[config.mk]
export PLATFORM = sky130hd
export DESIGN_NAME = uart_tx_fifo
export DESIGN_NICKNAME = d
export VERILOG_FILES = /design/src/rtl/uart_pkg.sv /design/src/rtl/uart_tx_sfifo.sv /design/src/rtl/uart_tx_fifo.sv
export SDC_FILE = /design/constraint.sdc
export NUM_CORES = 1
export LEC_CHECK = 0
export CAP_MARGIN = 40
export CORE_UTILIZATION = 55
export CTS_CLUSTER_DIAMETER = 40
export DETAILED_ROUTE_END_ITERATION = 12
export HOLD_SLACK_MARGIN = 0.1
export PLACE_DENSITY_LB_ADDON = 0.2
export RECOVER_POWER = 50
export SETUP_SLACK_MARGIN = 0.02
export SYNTH_ARGS = -nofsm -noshare
export SYNTH_HDL_FRONTEND = slang
export SYNTH_SLANG_ARGS = --single-unit
[constraint.sdc]
create_clock -name clk -period 3 [get_ports clk]
set_input_delay 0.6 -clock clk [delete_from_list [all_inputs] [get_ports clk]]
set_output_delay 0.6 -clock clk [all_outputs]
set_load 0.02 [all_outputs]
[src/rtl/uart_pkg.sv]
// -----------------------------------------------------------------------------
// uart_pkg
// Shared definitions for the UART transmitter slice: transmitter state
// encoding, the default baud divisor for 115200 baud from a 25 MHz clock, and
// a helper that turns a divisor into the baud counter reload value.
// No ports.
// -----------------------------------------------------------------------------
package uart_pkg;

  typedef enum logic [1:0] {
    IDLE  = 2'd0,
    START = 2'd1,
    DATA  = 2'd2,
    STOP  = 2'd3
  } tx_state_t;

  localparam int UART_DIV_115200_25M = 217;

  localparam logic [2:0] LAST_DATA_BIT = 3'd7;

  // The baud counter runs DIVISOR-1 down to 0, so each bit lasts DIVISOR cycles.
  function automatic logic [15:0] baud_reload(input int div);
    return 16'(div - 1);
  endfunction

endpackage

[src/rtl/uart_tx_sfifo.sv]
// -----------------------------------------------------------------------------
// uart_tx_sfifo
// Parameterised synchronous FIFO (circular buffer). Pointers are one bit wider
// than the index so full and empty are distinguishable without a counter.
// Reads are combinational from the head entry (show-ahead).
// Ports:
//   clk        in   clock
//   rst_n      in   asynchronous active-low reset (pointers only)
//   push       in   write request, ignored when full
//   push_data  in   WIDTH-bit data to write
//   pop        in   read request, ignored when empty
//   pop_data   out  head entry
//   full       out  no free entries
//   empty      out  no valid entries
//   count      out  number of valid entries
// -----------------------------------------------------------------------------
module uart_tx_sfifo #(
  parameter int DEPTH = 8,
  parameter int WIDTH = 8
) (
  input  logic                     clk,
  input  logic                     rst_n,
  input  logic                     push,
  input  logic [WIDTH-1:0]         push_data,
  input  logic                     pop,
  output logic [WIDTH-1:0]         pop_data,
  output logic                     full,
  output logic                     empty,
  output logic [$clog2(DEPTH):0]   count
);

  localparam int AW = $clog2(DEPTH);

  logic [AW:0]      r_wr_ptr;
  logic [AW:0]      r_rd_ptr;
  logic [WIDTH-1:0] r_mem [DEPTH];
  logic             w_push;
  logic             w_pop;

  assign w_push   = push && !full;
  assign w_pop    = pop && !empty;
  // Wrap bits differ with equal index bits: the writer has lapped the reader.
  assign full     = (r_wr_ptr[AW] != r_rd_ptr[AW]) &&
                    (r_wr_ptr[AW-1:0] == r_rd_ptr[AW-1:0]);
  assign empty    = (r_wr_ptr == r_rd_ptr);
  assign count    = r_wr_ptr - r_rd_ptr;
  assign pop_data = r_mem[r_rd_ptr[AW-1:0]];

  // Pointer registers.
  always_ff @(posedge clk or negedge rst_n) begin
    if (!rst_n) begin
      r_wr_ptr <= '0;
      r_rd_ptr <= '0;
    end else begin
      if (w_push) begin
        r_wr_ptr <= r_wr_ptr + 1'b1;
      end
      if (w_pop) begin
        r_rd_ptr <= r_rd_ptr + 1'b1;
      end
    end
  end

  // Storage array; contents need no reset since the pointers qualify them.
  always_ff @(posedge clk) begin
    if (w_push) begin
      r_mem[r_wr_ptr[AW-1:0]] <= push_data;
    end
  end

endmodule

[src/rtl/uart_tx_fifo.sv]
// -----------------------------------------------------------------------------
// uart_tx_fifo
// Memory-mapped UART transmitter: bytes written from the peripheral bus are
// queued in a small FIFO and serialised as 8N1 frames, DIVISOR clocks per bit.
// Optional feature macro: UART_TX_IRQ_EN -- when defined, irq is a registered
// TX-empty level (set when a pop empties the FIFO, cleared by the next accepted
// write); when undefined, irq is tied low.
// Ports:
//   clk         in   system clock
//   rst_n       in   asynchronous active-low reset
//   wr_en       in   write strobe
//   wr_data     in   byte to transmit
//   wr_ready    out  FIFO not full
//   busy        out  FIFO non-empty or frame in progress
//   fifo_count  out  bytes queued, excluding the byte being shifted
//   txd         out  serial line, idle high, driven from a flop
//   irq         out  TX-empty interrupt
// -----------------------------------------------------------------------------
module uart_tx_fifo
  import uart_pkg::*;
#(
  parameter int DIVISOR    = UART_DIV_115200_25M,
  parameter int FIFO_DEPTH = 8
) (
  input  logic                          clk,
  input  logic                          rst_n,
  input  logic                          wr_en,
  input  logic [7:0]                    wr_data,
  output logic                          wr_ready,
  output logic                          busy,
  output logic [$clog2(FIFO_DEPTH):0]   fifo_count,
  output logic                          txd,
  output logic                          irq
);

  localparam logic [15:0] BAUD_RELOAD = baud_reload(DIVISOR);

  tx_state_t   r_state;
  tx_state_t   w_state_nxt;
  logic [15:0] r_baud;
  logic [15:0] w_baud_nxt;
  logic [2:0]  r_bit;
  logic [2:0]  w_bit_nxt;
  logic [7:0]  r_shift;
  logic [7:0]  w_shift_nxt;
  logic        r_txd;
  logic        w_txd_nxt;

  logic        w_pop;
  logic        w_full;
  logic        w_empty;
  logic [7:0]  w_rd_data;
  logic [$clog2(FIFO_DEPTH):0] w_count;

  uart_tx_sfifo #(
    .DEPTH (FIFO_DEPTH),
    .WIDTH (8)
  ) u_fifo (
    .clk       (clk),
    .rst_n     (rst_n),
    .push      (wr_en),
    .push_data (wr_data),
    .pop       (w_pop),
    .pop_data  (w_rd_data),
    .full      (w_full),
    .empty     (w_empty),
    .count     (w_count)
  );

  assign wr_ready   = !w_full;
  assign fifo_count = w_count;
  assign busy       = (r_state != IDLE) || !w_empty;
  assign txd        = r_txd;

  // State, baud counter, bit counter, shift register and line flop.
  always_ff @(posedge clk or negedge rst_n) begin
    if (!rst_n) begin
      r_state <= IDLE;
      r_baud  <= 16'd0;
      r_bit   <= 3'd0;
      r_shift <= 8'd0;
      r_txd   <= 1'b1;
    end else begin
      r_state <= w_state_nxt;
      r_baud  <= w_baud_nxt;
      r_bit   <= w_bit_nxt;
      r_shift <= w_shift_nxt;
      r_txd   <= w_txd_nxt;
    end
  end

  // Next-state logic; txd is computed for the state being entered so the
  // line flop changes on the same edge as the state.
  always_comb begin
    w_state_nxt = r_state;
    w_baud_nxt  = r_baud;
    w_bit_nxt   = r_bit;
    w_shift_nxt = r_shift;
    w_txd_nxt   = r_txd;
    w_pop       = 1'b0;
    case (r_state)
      IDLE: begin
        w_txd_nxt = 1'b1;
        if (!w_empty) begin
          w_pop       = 1'b1;
          w_shift_nxt = w_rd_data;
          w_baud_nxt  = BAUD_RELOAD;
          w_state_nxt = START;
          w_txd_nxt   = 1'b0;
        end else begin
          w_state_nxt = IDLE;
        end
      end
      START: begin
        if (r_baud == 16'd0) begin
          w_baud_nxt  = BAUD_RELOAD;
          w_bit_nxt   = 3'd0;
          w_txd_nxt   = r_shift[0];
          w_shift_nxt = {1'b0, r_shift[7:1]};
          w_state_nxt = DATA;
        end else begin
          w_baud_nxt = r_baud - 16'd1;
        end
      end
      DATA: begin
        if (r_baud == 16'd0) begin
          w_baud_nxt = BAUD_RELOAD;
          if (r_bit == LAST_DATA_BIT) begin
            w_txd_nxt   = 1'b1;
            w_state_nxt = STOP;
          end else begin
            w_bit_nxt   = r_bit + 3'd1;
            w_txd_nxt   = r_shift[0];
            w_shift_nxt = {1'b0, r_shift[7:1]};
          end
        end else begin
          w_baud_nxt = r_baud - 16'd1;
        end
      end
      STOP: begin
        if (r_baud == 16'd0) begin
          // Chain straight into the next frame when data is waiting.
          if (!w_empty) begin
            w_pop       = 1'b1;
            w_shift_nxt = w_rd_data;
            w_baud_nxt  = BAUD_RELOAD;
            w_txd_nxt   = 1'b0;
            w_state_nxt = START;
          end else begin
            w_txd_nxt   = 1'b1;
            w_state_nxt = IDLE;
          end
        end else begin
          w_baud_nxt = r_baud - 16'd1;
        end
      end
      default: begin
        w_txd_nxt   = 1'b1;
        w_state_nxt = IDLE;
      end
    endcase
  end

`ifdef UART_TX_IRQ_EN
  logic r_irq;
  logic w_accept;

  assign w_accept = wr_en && !w_full;
  assign irq      = r_irq;

  // TX-empty level: an accepted write clears it, a pop of the last entry sets it.
  always_ff @(posedge clk or negedge rst_n) begin
    if (!rst_n) begin
      r_irq <= 1'b0;
    end else if (w_accept) begin
      r_irq <= 1'b0;
    end else if (w_pop && (w_count == ($clog2(FIFO_DEPTH)+1)'(1))) begin
      r_irq <= 1'b1;
    end
  end
`else
  assign irq = 1'b0;
`endif

endmodule
==> PnR_summary.wiki, run 1 <==
{| class="wikitable"
! Metric !! Value
|-
| TritonCTS buffer count || 9
|-
| Finish-stage setup viols || 0
|-
| Worst-path fanout max || 4
|-
| Final Wtd Congestion || 0.813
|-
| Slew at the pin closest to its max-slew limit || 1120 ps
|-
| Placed Cells incl. Taps || slightly below 500
|-
| Sequential group share of total power || 53.2%
|-
| Clock tree from TritonCTS || yes
|-
| Post-Synthesis Mean Instance Area || 13.3 um2
|-
| Num Clock Sinks || between 100 and 150
|-
| Cell at the root of the clock tree || sky130_fd_sc_hd__clkbuf_8
|-
| Leading cell type in the layout, fill and taps excluded || sky130_fd_sc_hd__edfxtp_1
|-
| Share of power burned in combinational logic || approximately a fifth
|-
| Path class of the lowest-slack min-delay path || in -> async
|-
| Synthesized cell area || 0.00488 mm2
|-
| Final Util || a little over three fifths
|-
| RSZ-0062 raised after global routing || false
|-
| Nets || 418
|-
| Critical path data required time || 2400 ps
|-
| Int Power || 2.26 mW
|-
| Area of the die || 0.00926 mm2
|-
| CP top delay family || buffers and inverters
|-
| Critical path class || reg -> out
|-
| Netlist cell types || 59
|-
| Final cell count without fillers || 505
|-
| Worst EP arrival || 2190 ps
|-
| Count of max-cap constraint violations || 0
|-
| Length of the first detailed-routing pass in iterations || 5
|-
| Maximum number of pins on one net before global-route repair || 22
|-
| Worst ir drop on vdd || 0.379 mV
|-
| Number of cells produced by synthesis || around 370
|-
| Drt drc || 0
|-
| Fin worst setup slack || 210 ps
|-
| Post-synthesis net count || 394
|-
| Final Cycle Share || 93.0%
|-
| Number of diodes || 0
|-
| Routed len/inst || 17.8 um
|-
| Number of warnings reported in the yosys synthesis log || 0
|-
| Total area of multi-input combinational cells || ~0.0019 mm2
|-
| FMAX || 358 MHz
|-
| Filler Cells Inserted || 661
|-
| Via count of the first global-routing pass || between 2000 and 3000
|-
| Detailed placer's ending HPWL || 6.12 mm
|-
| Final critical path time including I/O delays and setup || 2790 ps
|-
| Die span in y || approximately 96 um
|-
| Drt total wl || 8.99 mm
|-
| Largest buffer count on any clock path || 2
|-
| Aggregate global routing overflow || 0
|-
| Critical path capture point type || output port
|-
| Final slew viol count || 0
|-
| Sequential fraction of the synthesis area || 58.8%
|-
| Critical Path Slowest Stage Cell || sky130_fd_sc_hd__clkdlybuf4s50_1
|-
| Wire length of the first global-routing pass || 14.8 mm
|-
| Number of flip-flops and latches in the synthesized netlist || 102
|-
| Antenna Violating Nets Remaining || 0
|-
| Total Negative Setup Slacks || 0 ps
|-
| Cell repeated most along the worst path || sky130_fd_sc_hd__inv_1
|-
| Horiz. Die Dim || 96.2 um
|-
| Setup WS pre-CTS || about 510 ps
|-
| Total number of H-tree levels || 3
|-
| Sw frac || between 30% and 40%
|-
| Number of hold-repair buffers added at the cts stage || 0
|-
| IO Port Bufs || 17
|-
| Static Leak || 2.10 nW
|-
| Area growth, synth to finish || 11.1%
|-
| CP Cell Sequence || inv_1, ha_1, fa_1, inv_1, clkdlybuf4s50_1
|-
| Area of the core || about 0.0087 mm2
|-
| Final count of hold timing violations || 0
|-
| Vias after detailed routing || 3005
|-
| Element type at the critical path start || flop
|-
| Clock network latency to the later pin of the worst-skew pair || about 370 ps
|-
| Slew margin rel. || between 20 and 30%
|-
| Fraction of layout instances using a drive strength above 1 || 15.1%
|-
| Total setup buffers inserted after CTS || 0
|-
| Total global routing track utilization || 21.7%
|-
| Power density over the cells || 596 mW/mm2
|-
| Asr flop ratio synth || 37.3%
|-
| Number of buffer and inverter stages on the critical path || 3
|-
| Clock transition at the registers of the reported paths || 120 ps
|-
| Leading cell types in the layout, fill and taps excluded || 64 x sky130_fd_sc_hd__edfxtp_1, 37 x sky130_fd_sc_hd__dfrtp_1, 22 x sky130_fd_sc_hd__nor2_1
|-
| Antenna violations before repair || 0
|-
| Worst-case clock skew || 22.2 ps
|-
| FF+latch area || 0.00287 mm2
|-
| Iteration-0 DRC count of the detailed router || ~150
|-
| Relative contribution of the clock network to total power || 27.3%
|-
| Number of ports placed on the die boundary || 19
|-
| Starting Density || 56.3%
|-
| EDFF count, synth || 64
|-
| Most frequently used flop master after synthesis || sky130_fd_sc_hd__edfxtp_1
|-
| Net Switching || 0.977 mW
|-
| Via count normalized by instance count || 5.95
|-
| Row Count || 34
|-
| Status || finished, final reports clean
|-
| Delay of the slowest critical-path stage || a little under 600 ps
|}
-- routing by layer --
| metal | track usage [%] | wire, um | vias to the layer above |
|---|---|---|---|
| li1 | - | - | 1442 |
| met1 | 28.1 | 4090 | 1492 |
| met2 | 37.4 | 4570 | 66 |
| met3 | 4.11 | 269 | 5 |
| met4 | 5.85 | 57 | 0 |
| met5 | 0 | 0 | - |
-- worst register-to-register path, stage by stage, from the launching register on --
cell and delay [ps]:
sky130_fd_sc_hd__dfrtp_1 490, sky130_fd_sc_hd__ha_1 360, sky130_fd_sc_hd__nand3_1 140, sky130_fd_sc_hd__nand2b_1 130
sky130_fd_sc_hd__and2_0 330, sky130_fd_sc_hd__nand4_1 220, sky130_fd_sc_hd__inv_1 350
-- path summary, 6_finish.rpt --
check	startpoint	to	slack (ps)	cells past startpoint
setup / recovery	u_fifo.r_wr_ptr[0]	fifo_count[1]	210	5
hold / removal	rst_n	r_baud[10]	390	1
setup reg to reg	u_fifo.r_wr_ptr[2]	u_fifo.r_mem[7][1]	640	6
hold reg to reg	u_fifo.r_rd_ptr[3]	u_fifo.r_rd_ptr[3]	500	1
max in group asynchronous	rst_n	r_shift[0]	1030	2
min in group clk	u_fifo.r_rd_ptr[3]	u_fifo.r_rd_ptr[3]	500	1
-- stage by stage --
step	total power, mW	hold slack (ps)	area (um2)
6_report	3.23	391	5430
5_1_grt	3.39	477	5430
4_1_cts	3.28	177	5450
3_5_place_dp	2.40	482	5230
3_3_place_gp	2.38	480	5210
2_1_floorplan	2.12	304	4890
-- final cells by class --
class | instances | share of cell area, %
clock buffers | 9 | 2.28
inverters | 16 | 1.11
clock inverters | 7 | 1.64
repair buffers | 31 | 4.98
well taps | 108 | 2.49
multi-input cells | 232 | 34.5
flip-flops and latches | 102 | 53.0
-- flip-flops by register name, summed over array words and instances, names as in the netlist --
| signal | cells |
|---|---|
| u_fifo.r_wr_ptr | 4 |
| r_state | 2 |
| u_fifo.r_mem | 64 |
| r_bit | 3 |
| u_fifo.r_rd_ptr | 4 |
| r_baud | 16 |
| r_shift | 8 |
| txd | 1 |
-- synth_stat cells, types with 10 or more instances --
cell	instances	area share (%)
sky130_fd_sc_hd__nor3_1	18	1.8
sky130_fd_sc_hd__o21ai_0	10	1.0
sky130_fd_sc_hd__edfxtp_1	64	39
sky130_fd_sc_hd__nand2_1	17	1.3
sky130_fd_sc_hd__inv_1	16	1.2
sky130_fd_sc_hd__dfrtp_1	37	19
sky130_fd_sc_hd__nor2_1	22	1.7
sky130_fd_sc_hd__clkbuf_1	10	0.77
sky130_fd_sc_hd__mux4_2	16	7.4
sky130_fd_sc_hd__ha_1	14	3.6
sky130_fd_sc_hd__a211oi_1	15	2.3
sky130_fd_sc_hd__a21oi_1	13	1.3
-- kinds of logic after synthesis --
group	after synthesis	share of synthesized area [%]
AOI/OAI and AO/OA	67	9.66
DFF	102	58.8
adders and majority gates	15	4.00
and+or+nand+nor	111	12.8
xor gates and xnor gates	11	1.97
muxes	27	9.71
other	1	0.0768
buffers and inverters	34	3.00
-- power groups by stage --
| stage | Clock [mW] | Sequential, mW | Combinational [mW] |
|---|---|---|---|
| 5_1_grt | 0.961 | 1.74 | 0.693 |
| 6_report | 0.883 | 1.72 | 0.629 |
| 4_1_cts | 0.911 | 1.72 | 0.648 |
| 3_5_place_dp | 0 | 1.75 | 0.647 |
| 2_1_floorplan | 0 | 1.73 | 0.398 |
| 3_3_place_gp | 0 | 1.74 | 0.631 |
-- what timing repair did --
item                                   CTS  global route
gates resized for setup                  0             2
endpoints found under the hold margin    0             0
setup endpoints to repair                0             2
Note: power is estimated with default switching activity, not from simulation.
==> run 2: changes to the inputs <==
- ABC_AREA: unset -> 0
- CORE_UTILIZATION: 55 -> 30
==> PnR_summary.wiki, run 2 (synthesized netlist as in run 1, its figures left out) <==
{| class="wikitable"
! Metric !! Value
|-
| Quantity of gates resized following cts || 0 (unchanged)
|-
| Power density over the cells || 620 mW/mm2 (+4.1%)
|-
| Sequential group share of total power || 49.3% (-3.9 points)
|-
| Nets || 418 (unchanged)
|-
| Clock network latency to the later pin of the worst-skew pair || 350 ps (-20 ps)
|-
| Number of diodes || 0 (unchanged)
|-
| Number of ports placed on the die boundary || 19 (unchanged)
|-
| FMAX || 349 MHz (-2.6%)
|-
| Wire length of the first global-routing pass || 16.9 mm (+14%)
|-
| Num Clock Sinks || 102 (unchanged)
|-
| Relative contribution of the clock network to total power || 32.2% (+4.9 points)
|-
| Aggregate global routing overflow || 0 (unchanged)
|-
| Sw frac || 27.9% (-2.4 points)
|-
| Clock tree from TritonCTS || yes
|-
| Int Power || 2.52 mW (+12%)
|-
| Cell at the root of the clock tree || sky130_fd_sc_hd__clkbuf_16
|-
| Post-Route Hold Slack || 352 ps (-38.9 ps)
|-
| Slew at the pin closest to its max-slew limit || 1370 ps (+252 ps)
|-
| Die span in y || 130 um (+35%)
|-
| Worst-case clock skew || 7.41 ps (-14.7 ps)
|-
| Final Cycle Share || 95.5% (+2.5 points)
|-
| Slack of the worst reg-to-reg path || 630 ps (about the same)
|-
| Critical Path Source || u_fifo.r_wr_ptr[1]
|-
| Largest buffer count on any clock path || 2 (unchanged)
|-
| Element type at the critical path start || flop
|-
| RSZ-0062 raised after global routing || false
|-
| Row Count || 46 (+35%)
|-
| Worst EP arrival || 2270 ps (+80 ps)
|-
| Routed len/inst || 16.5 um (-7.2%)
|-
| Final Util || 35.4% (-27 points)
|-
| IO Port Bufs || 17 (unchanged)
|-
| Maximum number of pins on one net before global-route repair || 24 (+9.1%)
|-
| Depth of the worst register-to-register path || 6 (unchanged)
|-
| Critical Path End || fifo_count[3]
|-
| Status || finished, final reports clean
|-
| Area of the core || 0.0159 mm2 (+83%)
|-
| Final count of hold timing violations || 0 (unchanged)
|-
| Final slew viol count || 0 (unchanged)
|-
| Length of the first detailed-routing pass in iterations || 5 (unchanged)
|-
| Share of power burned in combinational logic || 18.5% (-0.9 points)
|-
| Filler Cells Inserted || 1599 (+140%)
|-
| Slew margin rel. || 8.70% (-17 points)
|-
| Worst ir drop on vdd || 0.302 mV (-20%)
|-
| Total Negative Setup Slacks || 0 ps (unchanged)
|-
| Leading cell type in the layout, fill and taps excluded || sky130_fd_sc_hd__edfxtp_1
|-
| Area growth, synth to finish || 15.2%
|-
| Net Switching || 0.973 mW (-0.47%)
|-
| Overall power consumption || 3.49 mW (+8.0%)
|-
| Horiz. Die Dim || 130 um (+35%)
|-
| Clock transition at the registers of the reported paths || 70 ps (-50 ps)
|-
| Total setup buffers inserted after CTS || 0 (unchanged)
|-
| CP Cell Sequence || ha_1, a21o_1, a21oi_1, xor2_1, clkdlybuf4s50_1
|-
| Starting Density || 30.7% (-26 points)
|-
| Delay of the slowest critical-path stage || 620 ps (+30 ps)
|-
| Flip-flop count of the largest register after layout || 64 (unchanged)
|-
| TritonCTS buffer count || 9 (unchanged)
|-
| Total global routing track utilization || 13.6% (-8.1 points)
|-
| Total number of H-tree levels || 3 (unchanged)
|-
| Fraction of layout instances using a drive strength above 1 || 14.9% (-0.25 points)
|-
| Number of hold-repair buffers added at the cts stage || 0 (unchanged)
|-
| Critical path class || reg -> out
|-
| Antenna violations before repair || 0 (unchanged)
|-
| Leading cell types in the layout, fill and taps excluded || 64 x sky130_fd_sc_hd__edfxtp_1, 37 x sky130_fd_sc_hd__dfrtp_1, 22 x sky130_fd_sc_hd__nor2_1
|-
| Detailed placer's ending HPWL || 6.71 mm (+9.6%)
|-
| Count of max-cap constraint violations || 0 (unchanged)
|-
| Drt total wl || 10.1 mm (+13%)
|-
| Finish-stage setup viols || 0 (unchanged)
|-
| Iteration-0 DRC count of the detailed router || 164 (+7.2%)
|-
| Reg-to-reg critical path startpoint || u_fifo.r_wr_ptr[2]
|-
| Static Leak || 2.11 nW (+0.65%)
|-
| Via count normalized by instance count || 4.90 (-18%)
|-
| Vias after detailed routing || 3001 (-0.13%)
|-
| Via count of the first global-routing pass || 3060 (+5.2%)
|-
| Final critical path time including I/O delays and setup || 2870 ps (+75.5 ps)
|-
| Critical path capture point type || output port
|-
| Critical Path Slowest Stage Cell || sky130_fd_sc_hd__clkdlybuf4s50_1
|-
| Antenna Violating Nets Remaining || 0 (unchanged)
|-
| Drt drc || 0 (unchanged)
|-
| Critical path data required time || 2400 ps (about the same)
|-
| Final Wtd Congestion || 0.726 (-11%)
|-
| Path class of the lowest-slack min-delay path || in -> async
|-
| Destination of the worst register-to-register timing path || u_fifo.r_mem[7][6]
|-
| Worst-path fanout max || 8 (+4)
|-
| Area of the die || 0.0168 mm2 (+81%)
|}
[run 2: cell types whose count changed in the layout (fill, tap and decap cells not counted), sizes merged]
cell | previous run | this run
clkbuf | 11 | 12
clkdlybuf4s50 | 6 | 8
clkinv | 5 | 3
clkinvlp | 0 | 1
dlymetal6s2s | 2 | 0
[run 2: worst min-delay path by stage]
stage / startpoint / end / slack [ps] / cells after the start
after detailed placement: u_fifo.r_rd_ptr[3] / u_fifo.r_rd_ptr[3] / 480 / 1
after global placement: u_fifo.r_rd_ptr[3] / u_fifo.r_rd_ptr[3] / 480 / 1
after global routing: rst_n / u_fifo.r_rd_ptr[3] / 430 / 1
after floorplan: rst_n / r_baud[0] / 300 / 0
final: rst_n / u_fifo.r_wr_ptr[0] / 350 / 1
after CTS: rst_n / u_fifo.r_wr_ptr[0] / 170 / 1
[run 2: metal layers]
layer | GRT usage (%) | wire length [um]
met1 | 17.0 | 4620
met2 | 22.6 | 5040
met3 | 2.89 | 275
met4 | 6.09 | 196
met5 | 0 | 0
[run 2: per-stage QoR]
stage / area [um2] / setup slack, ps / instances
after floorplan: 4890 / 67.9 / 368
after global placement: 5340 / 519 / 596
after detailed placement: 5360 / 500 / 597
after CTS: 5650 / 107 / 613
after global routing: 5630 / 20.3 / 613
final: 5630 / 135 / 613
[run 2: power by group through the flow]
| stage | Combinational [mW] | Clock [mW] | Sequential, mW |
|---|---|---|---|
| 2_1_floorplan | 0.398 | 0 | 1.73 |
| 3_3_place_gp | 0.659 | 0 | 1.75 |
| 3_5_place_dp | 0.673 | 0 | 1.75 |
| 4_1_cts | 0.676 | 1.16 | 1.72 |
| 5_1_grt | 0.716 | 1.22 | 1.74 |
| 6_report | 0.645 | 1.13 | 1.72 |
[run 2: final cells by class]
| type | instances | area, um2 | share of cell area (%) |
|---|---|---|---|
| Inverter | 16 | 60.1 | 1.07 |
| Multi-Input combinational cell | 232 | 1870 | 33.3 |
| Sequential cell | 102 | 2870 | 51.1 |
| Clock inverter | 6 | 45.0 | 0.800 |
| Clock buffer | 10 | 239 | 4.25 |
| Timing Repair Buffer | 31 | 265 | 4.71 |
| Tap cell | 216 | 270 | 4.80 |
[run 2: worst max-delay path, delay by kind of cell, from the launching register on]
| kind | cells | cell delay [ps] |
|---|---|---|
| flip-flops | 1 | 470 |
| XOR/XNOR | 1 | 150 |
| buffers and inverters | 1 | 620 |
| AO/OA/AOI/OAI | 2 | 330 |
| adder cells (fa/ha/maj) | 1 | 330 |
